==> src/rtl/id_issue_scoreboard_pkg.sv <==
// issue_pkg: unit codes, latency/pipelining tables and sizing constants for the ID issue scoreboard
package issue_pkg;
    localparam int NREGS  = 16;
    localparam int RW     = $clog2(NREGS);
    localparam int UNITW  = 4;
    localparam int CNTW   = 3;
    localparam int PERFW  = 16;
    localparam int NUNITS = 2 ** UNITW;

    typedef enum logic [UNITW-1:0] {
        UNIT_NOP = 4'd0,
        UNIT_ALU = 4'd1,
        UNIT_MUL = 4'd2,
        UNIT_DIV = 4'd3,
        UNIT_LSU = 4'd4
    } unit_e;

    // Result latency per unit code; unassigned codes behave like a single-cycle unit.
    localparam logic [CNTW-1:0] UNIT_LAT [NUNITS] = '{
        3'd0, 3'd1, 3'd3, 3'd4, 3'd2, 3'd1, 3'd1, 3'd1,
        3'd1, 3'd1, 3'd1, 3'd1, 3'd1, 3'd1, 3'd1, 3'd1
    };

    // Only the divider blocks further issue while it is working.
    localparam logic [NUNITS-1:0] UNIT_PIPELINED = 16'b1111_1111_1111_0111;

    function automatic logic [CNTW-1:0] unit_lat(input logic [UNITW-1:0] u);
        return UNIT_LAT[u];
    endfunction
endpackage

==> src/rtl/id_issue_scoreboard_reg_tracker.sv <==
// reg_tracker: busy bit and latency countdown for one register; SCOREBOARD_FWD_EN makes it ready at countdown zero
module reg_tracker
    import issue_pkg::*;
(
    input  logic            clk,
    input  logic            rst_n,
    input  logic            flush,
    input  logic            set,
    input  logic            clr,
    input  logic [CNTW-1:0] lat,
    output logic            busy,
    output logic            rdy
);
    logic [CNTW-1:0] cnt;

`ifdef SCOREBOARD_FWD_EN
    assign rdy = cnt == '0;
`else
    assign rdy = !busy;
`endif

    // Flush beats issue, issue beats writeback, otherwise count down toward zero.
    always_ff @(posedge clk or negedge rst_n)
        if (!rst_n) begin
            busy <= 1'b0;
            cnt  <= '0;
        end else if (flush) begin
            busy <= 1'b0;
            cnt  <= '0;
        end else if (set) begin
            busy <= 1'b1;
            cnt  <= lat;
        end else if (clr) begin
            busy <= 1'b0;
            cnt  <= '0;
        end else if (cnt != '0) begin
            cnt  <= cnt - 1'b1;
        end
endmodule

==> src/rtl/id_issue_scoreboard.sv <==
// id_issue_scoreboard: ID-side issue control with per-register scoreboard and structural hazards; option SCOREBOARD_FWD_EN
module id_issue_scoreboard
    import issue_pkg::*;
(
    input  logic             clk,
    input  logic             rst_n,
    input  logic             id_valid,
    input  logic [RW-1:0]    id_Rd,
    input  logic [RW-1:0]    id_Rs1,
    input  logic [RW-1:0]    id_Rs2,
    input  logic [UNITW-1:0] id_unit,
    input  logic             id_wr_rd,
    input  logic             id_use_rs2,
    input  logic             ex_hold,
    input  logic             wb_valid,
    input  logic [RW-1:0]    wb_Rd,
    input  logic             flush,
    output logic             wr_allow,
    output logic             id_stall,
    output logic             bubble,
    output logic [NREGS-1:0] busy_vec,
    output logic [PERFW-1:0] stall_cnt
);
    logic [NREGS-1:0] rdy;
    logic [CNTW-1:0]  occ [NUNITS];
    logic [CNTW-1:0]  lat;
    logic             unit_occ, haz, issue;

    assign lat      = unit_lat(id_unit);
    assign unit_occ = occ[id_unit] != '0;
    assign haz      = id_valid && (!rdy[id_Rs1] || (id_use_rs2 && !rdy[id_Rs2]) || unit_occ);
    assign issue    = id_valid && !haz && !ex_hold;
    assign wr_allow = !ex_hold;
    assign id_stall = haz || ex_hold;
    assign bubble   = haz && !ex_hold;

    genvar g;
    generate
        for (g = 0; g < NREGS; g++) begin : g_trk
            reg_tracker u_trk (
                .clk   (clk),
                .rst_n (rst_n),
                .flush (flush),
                .set   (issue && id_wr_rd && id_Rd == RW'(g)),
                .clr   (wb_valid && wb_Rd == RW'(g)),
                .lat   (lat),
                .busy  (busy_vec[g]),
                .rdy   (rdy[g])
            );
        end
    endgenerate

    // Non-pipelined units stay occupied for their latency after each issue.
    always_ff @(posedge clk or negedge rst_n)
        if (!rst_n)
            for (int u = 0; u < NUNITS; u++) occ[u] <= '0;
        else
            for (int u = 0; u < NUNITS; u++)
                occ[u] <= flush ? '0 :
                          (issue && !UNIT_PIPELINED[u] && id_unit == UNITW'(u)) ? lat :
                          (occ[u] != '0) ? occ[u] - 1'b1 : '0;

    // Saturating count of cycles in which ID is frozen; survives flush.
    always_ff @(posedge clk or negedge rst_n)
        if (!rst_n)
            stall_cnt <= '0;
        else if (id_stall && stall_cnt != '1)
            stall_cnt <= stall_cnt + 1'b1;
endmodule
==> config.mk <==
export PLATFORM = sky130hd
export DESIGN_NAME = id_issue_scoreboard
export DESIGN_NICKNAME = d
export VERILOG_FILES = /design/src/rtl/id_issue_scoreboard_pkg.sv /design/src/rtl/id_issue_scoreboard_reg_tracker.sv /design/src/rtl/id_issue_scoreboard.sv
export SDC_FILE = /design/constraint.sdc
export NUM_CORES = 1
export LEC_CHECK = 0
export ABC_CLOCK_PERIOD_IN_PS = 2600
export CORE_ASPECT_RATIO = 1.5
export CORE_UTILIZATION = 50
export CTS_CLUSTER_DIAMETER = 200
export DETAILED_ROUTE_END_ITERATION = 6
export PLACE_DENSITY = 0.79
export SYNTH_ARGS = -nofsm -noshare
export SYNTH_HDL_FRONTEND = slang
export SYNTH_HIERARCHICAL = 1
export SYNTH_SLANG_ARGS = --single-unit
==> constraint.sdc <==
create_clock -name clk -period 2.6 [get_ports clk]
set_input_delay 0.52 -clock clk [delete_from_list [all_inputs] [get_ports clk]]
set_output_delay 0.52 -clock clk [all_outputs]
set_load 0.05 [all_outputs]
## Word-level counts from Yosys, hierarchy flattened

Memory sizes are Yosys's and may differ from the RTL's.
Cells that the tools add are included.

- Flip-flop bits (word level): 80
- Output and inout port bits: 35
- Bits in read-only memories: 48
- Word-level logic and storage cells: 275
- Input port bits: 28
- Memories: 1

Memory list:

| name | words | bits a word | rd ports | clocked after memory_dff | write ports | RTL line | RTL |
|---|---|---|---|---|---|---|---|
| (no name shown) | 16 | 3 | 1 | 0 | 0 | id_issue_scoreboard_pkg.sv:28 | `return UNIT_LAT[u];` |

- Reduce and logical (&&, ||, !) cells: 98
- Add/subtract/negate cells: 17
- Equal/unequal tests: 32
- Mux-type cells: 90
- $lt $le $gt $ge: 3
- Bitwise operators: 1

Operators by type and width:

| kind | count |
|---|---|
| 3-bit two-way mux | 37 |
| 3-bit nonzero test | 33 |
| 4-bit equality test (second input constant) | 16 |
| 1-bit two-way mux | 50 |
| 3-bit by 1-bit subtractor with 3-bit output (second input constant) | 16 |
| 1-bit logical AND | 40 |
| 4-bit by 3-bit equality test with 1-bit output (second input constant) | 8 |
| 4-bit by 2-bit equality test with 1-bit output (second input constant) | 5 |
| 1-bit logical NOT | 20 |
| 16-bit by 1-bit adder with 16-bit output (second input constant) | 1 |
| 16-bit inequality test (second input constant) | 1 |
| 3-bit binary-select mux with 4-bit select | 1 |
| 4-bit by 5-bit < comparator with 1-bit output (second input constant) | 2 |
| 1-bit binary-select mux with 4-bit select | 2 |
| 4-bit by 1-bit equality test with 1-bit output (second input constant) | 2 |
| 4-bit logical NOT | 2 |
| 5-bit >= comparator (second input constant) | 1 |
| 4-bit inverter with 5-bit output | 1 |
| 1-bit logical OR | 3 |

## Depth between registers and ports, before layout

- Depth in word-level cells: 15
- Mapped depth: 12
- Gate-level depth less buffers: 11

## Hierarchy

The synthesis kept the hierarchy.

By module, submodules not included:

| module | area each (um^2) | cells an instance | instances | sequential area each (um^2) |
|---|---|---|---|---|
| id_issue_scoreboard | 3857.4 | 398 | 1 | 1601.5 |
| reg_tracker | 47.5 | 5 | 16 | 25.0 |

## Worst setup path before layout

No wires, ideal clock.

- Path type: register to register
- From: register g_trk[15].u_trk.busy
- To: register stall_cnt[12]
- Clock period less this slack: 3.375 ns
- Arrival time: 3.250 ns
- Data required time: 2.475 ns
- Stages on the path, launching flop included: 10
- Setup slack: -0.775 ns
- Setup time: 0.125 ns
- Buffers on the path: 0
- Cells stage by stage: dfrtp_1 -> inv_1 -> mux4_2 -> mux2i_1 -> nand3_1 -> nand2_1 -> nor2_1 -> o21ai_0 -> nand4_1 -> mux2_2

- Word-level cells in the longest chain between the ends: 10
- Elaborated cells on any way between the ends: 13
- Those cells by class: mux (4); reduce/logical (9)

RTL lines:

| item | RTL line | RTL |
|---|---|---|
| start: declaration | id_issue_scoreboard_reg_tracker.sv:11 | `output logic busy,` |
| start signal: assignment | id_issue_scoreboard_reg_tracker.sv:25 | `busy <= 1'b0;` |
| start signal: assignment | id_issue_scoreboard_reg_tracker.sv:28 | `busy <= 1'b0;` |
| start signal: assignment | id_issue_scoreboard_reg_tracker.sv:31 | `busy <= 1'b1;` |
| 1-bit logical NOT * | id_issue_scoreboard_reg_tracker.sv:19 | `assign rdy = !busy;` |
| net rdy[15] | id_issue_scoreboard.sv:24 | `logic [NREGS-1:0] rdy;` |
| 1-bit binary-select mux with 4-bit select | id_issue_scoreboard.sv:31 | `assign haz = id_valid && (!rdy[id_Rs1] \|\| (id_use_rs2 && !rdy[id_Rs2]) \|\| unit_occ);` |
| 1-bit two-way mux (not written as such) | id_issue_scoreboard.sv:31 |  |
| 1-bit logical NOT | id_issue_scoreboard.sv:31 |  |
| 1-bit logical AND | id_issue_scoreboard.sv:31 |  |
| 1-bit logical OR * (2 in a row) | id_issue_scoreboard.sv:31 |  |
| 1-bit logical AND * | id_issue_scoreboard.sv:31 |  |
| 1-bit logical OR * | id_issue_scoreboard.sv:34 | `assign id_stall = haz \|\| ex_hold;` |
| net id_stall | id_issue_scoreboard.sv:19 | `output logic id_stall,` |
| 1-bit logical AND * | id_issue_scoreboard.sv:67 | `else if (id_stall && stall_cnt != '1)` |
| end signal: assignment | id_issue_scoreboard.sv:68 | `stall_cnt <= stall_cnt + 1'b1;` |
| end: declaration | id_issue_scoreboard.sv:22 | `output logic [PERFW-1:0] stall_cnt` |

The timed path passes the listed nets; every way through them passes the cells marked *. The select of a mux whose other input is x is not followed.
A chain may end at the register's enable or synchronous reset.

## Final worst setup path

- From: register occ[24] in the netlist's numbering
- To: output port id_stall

- Word-level cells in the longest chain between the ends: 7

RTL lines:

| item | RTL line | RTL |
|---|---|---|
| start: declaration | id_issue_scoreboard.sv:25 | `logic [CNTW-1:0] occ [NUNITS];` |
| start signal: indexed assignment | id_issue_scoreboard.sv:59 | `occ[u] <= flush ? '0 :` |
| 3-bit binary-select mux with 4-bit select | id_issue_scoreboard.sv:30 | `assign unit_occ = occ[id_unit] != '0;` |
| 3-bit two-way mux (not written as such) (2 in a row) | id_issue_scoreboard.sv:30 |  |
| 3-bit nonzero test | id_issue_scoreboard.sv:30 |  |
| 1-bit logical OR | id_issue_scoreboard.sv:31 |  |
| 1-bit logical AND | id_issue_scoreboard.sv:31 |  |
| 1-bit logical OR | id_issue_scoreboard.sv:34 |  |
| end: declaration | id_issue_scoreboard.sv:19 |  |

No other way between the ends. The select of a mux whose other input is x is not followed.

==> flow_summary.rst <==
.. list-table::
   :header-rows: 1

   * - Metric
     - Value
   * - Height of the chip
     - 120 µm
   * - Number of failing hold endpoints at the final stage
     - 0
   * - Share of synthesized cell area in full adder, half adder and majority cells
     - 9.21%
   * - First-pass iteration count of the detailed router
     - 4
   * - First-pass GRT wire length
     - 18.4 mm
   * - Area delta synth->final
     - 35.1%
   * - Diodes inserted
     - 0
   * - Comb power frac
     - 21.9%
   * - Total nets after synthesis
     - 540
   * - Maximum number of pins on one net before global-route repair
     - 42
   * - Residual overflow from global routing
     - 0
   * - Violated checks
     - setup timing
   * - Result of the run
     - complete, but fails checks
   * - Element type at the critical path start
     - flop
   * - Net switching power figure
     - 0.00108 W
   * - Num CTS Buffers
     - 9
   * - Final-report setup violation count
     - 2
   * - Most frequent standard cell in the layout excluding fill and tap cells
     - dfrtp_1
   * - DIE AREA
     - 9630 µm²
   * - CTS root buffer
     - clkbuf_16
   * - Worst setup slack after placement
     - -0.682 ns
   * - Core area
     - 8880 µm²
   * - Initial core utilization
     - 52.0%
   * - CTS sink count
     - 80
   * - Leading register cell type out of synthesis
     - dfrtp_1
   * - Leading cell types in the layout, fill and taps excluded
     - 75 x dfrtp_1, 64 x inv_1, 48 x clkdlybuf4s50_1
   * - Final cell count without fillers
     - 700
   * - Cell type contributing the most total cell area after synthesis
     - dfrtp_1
   * - Worst VDD drop
     - 0.556 mV
   * - Summed negative setup slack over all endpoints
     - -0.107 ns
   * - CTS tree
     - yes
   * - Post-route DRC
     - 0
   * - Post-synthesis register bit count
     - 80
   * - Reg power frac
     - 38.8%
   * - FILL cells
     - 633
   * - Synthesized instance count
     - 478
   * - Unrepaired setup endpoints after global routing
     - true
   * - Post-layout min period
     - 2.67 ns
   * - Post-Synth XOR/XNOR Area
     - 2.66%
   * - Max-slew headroom
     - 62.9%
   * - Antenna Nets Post-Route
     - 0
   * - Sw Share
     - 29.8%
   * - Iter 0 DRT Violations
     - 238
   * - Quantity of I/O buffers inserted on ports
     - 62
   * - Synthesized-area fraction occupied by ao, oa, aoi and oai cells
     - 6.83%
   * - Proportion of synthesized chip area in sequential cells
     - 43.3%
   * - Layout Nets
     - 647
   * - Type of the worst min-delay path
     - in -> async
   * - Mux contribution to synthesized area
     - 5.72%
   * - Tcrit/Tclk final
     - 103%
   * - Total power divided by cell area
     - 580 nW/µm²
   * - Top cell type's share of synthesized area
     - 43.3%
   * - Count of synthesis-stage warnings from yosys
     - 6
   * - Mean Syn Cell Area
     - 9.66 µm²
   * - Power share of the clock group
     - 39.3%
   * - Post-Syn Area
     - 4620 µm²
   * - Number of violations of the max-capacitance limit
     - 0
   * - Leakage power figure
     - 2.78 nW
   * - Via count
     - 3814
   * - Die X
     - 80.5 µm
   * - Critical path arrival
     - 2.15 ns
   * - CP Capture Type
     - output port
   * - Pin slew with the least headroom to its limit
     - 0.556 ns
   * - Slack of the critical path
     - -0.0675 ns
   * - Slowest Stage Delay on Critical Path
     - 0.43 ns
   * - Final RePlAce weighted congestion
     - 0.874
   * - Slowest cell on crit path
     - dfrtp_2
   * - Ratio of cells with drive above 1 in the final layout
     - 25.6%
   * - Clock skew after layout
     - 0.00743 ns
   * - GRT Overall Usage
     - 25.1%
   * - CP dominant cell by count
     - nor4_2
   * - Critical Path RT
     - 2.08 ns
   * - Highest clock rate
     - 0.375 GHz
   * - Vias/cell
     - 5.45
   * - CP Class
     - reg -> out
   * - H-tree depth
     - 3
   * - I/O pin cnt
     - 63
   * - Clock latency at the later pin of the worst-skew pair
     - 0.34 ns
   * - Largest fanout on the critical path
     - 4
   * - Top post-synthesis cells by area
     - dfrtp_1 43%, ha_1 9.2%, inv_1 5.4%
   * - End-of-flow core utilization
     - 70.2%
   * - Antenna violations before repair
     - 0
   * - Max Slew Vio Count
     - 0
   * - Placed Cells incl. Taps
     - 660
   * - Main combinational cell family by area after synthesis
     - simple AND/OR/NAND/NOR gates
   * - Wire length reported by the detailed router
     - 11.5 mm
   * - Hold bufs inserted after CTS
     - 0
   * - Maximum count of clock buffers along a single path
     - 2
   * - Count of unique library cells instantiated by Yosys
     - 42
   * - Async S/R FF share, synth
     - 100%
   * - Internal power
     - 0.00254 W
   * - Sum of net half-perimeters after detailed placement
     - 7.76 mm
   * - Wirelength per Cell
     - 16.4 µm
   * - Basic-gate share of the synthesized area counting and, or, nand and nor cells
     - 25.0%
   * - Via count of the first global-routing pass
     - 3994
   * - EDFF count, synth
     - 0
   * - Num rows
     - 42
   * - Crit path cell chain
     - nor4b_4, nor4_2, nor4_2, nand3_2, nor2_4, o21ai_4, buf_6
   * - Clock-pin slew on the worst setup and hold paths
     - 0.06 ns
per-layer routing:
| layer | GRT usage (%) | wire length, µm | part of all wire [%] |
|---|---|---|---|
| met2 | 44.6 | 6260 | 54 |
| met4 | 12.7 | 300 | 2.6 |
| met1 | 27.3 | 4460 | 39 |
| met5 | 0 | 0 | 0 |
| met3 | 5.55 | 470 | 4.1 |
path summary, 6_finish.rpt:
check                      startpoint                    to  slack (ns)  depth (start not counted)
min reg2reg                    occ[0]                occ[0]        0.46                          1
min in group clk               occ[0]                occ[0]        0.46                          1
max reg2reg                   occ[24]  g_trk[12].u_trk/busy        0.06                         11
min                             rst_n  g_trk[15].u_trk/busy        0.17                          1
max                           occ[24]              id_stall       -0.07                          7
max in group asynchronous       rst_n               occ[11]        1.79                          2
timing repair:
item,in CTS,in global routing
gates resized for setup,45,36
setup endpoints to repair,37,30
pin swaps,12,17
setup buffers,19,5
sequential cells by signal (all words and copies together), names as in the netlist:
name / cells
stall_cnt: 16
g_trk.u_trk/busy: 16
occ: 48
cells by family (layout without fill, tap and decap cells):
logic type,after synthesis,after routing
multiplexers,16,16
flip-flops,80,80
AND/OR/NAND/NOR,209,209
AO/OA/AOI/OAI,45,45
XOR/XNOR,14,14
adder cells (fa/ha/maj),34,34
buffers and inverters,80,192
per-stage QoR:
stage	hold slack (ns)	power (W)	cell area [µm²]
5_1_grt	0.217	0.00375	6240
3_3_place_gp	0.438	0.00217	5500
3_5_place_dp	0.454	0.00219	5500
2_1_floorplan	0.224	0.00187	4640
6_report	0.173	0.00362	6240
4_1_cts	0.190	0.00361	6070
critical path: cells and delay by family (launching register included):
kind	cells	cell delay, ns
AND/OR/NAND/NOR	5	1.14
flip-flops	1	0.43
buffers and inverters	1	0.16
AO/OA/AOI/OAI	1	0.08
synth_stat cells, drive strengths merged (4+ instances only):
library cell  number
dfrtp             80
inv               67
nand2             41
nor2              38
a21oi             34
ha                34
nor3              34
nand2b            23
nor2b             16
nor4              13
nand3             12
buf               10
xnor2             10
and3               8
mux4               8
a311oi             5
mux2i              5
nand3b             5
nand4              5
nor4b              4
xor2               4
power by group through the flow:
stage | registers, W | logic [W] | clock network (W)
6_report | 0.00140 | 0.000792 | 0.00142
5_1_grt | 0.00142 | 0.000836 | 0.00150
4_1_cts | 0.00140 | 0.000777 | 0.00143
3_5_place_dp | 0.00143 | 0.000760 | 0
3_3_place_gp | 0.00142 | 0.000746 | 0
2_1_floorplan | 0.00165 | 0.000218 | 0
cell type report:
cell class,instances,area [µm²],share of cell area (%)
clock buffer,14,274,4.39
inverter,67,251,4.03
tap,110,138,2.21
clock inverter,2,60.1,0.963
multi-input combinational,318,2540,40.7
timing repair buffer,109,970,15.5
sequential,80,2010,32.2
No activity file was read; power rests on OpenSTA's default activity.
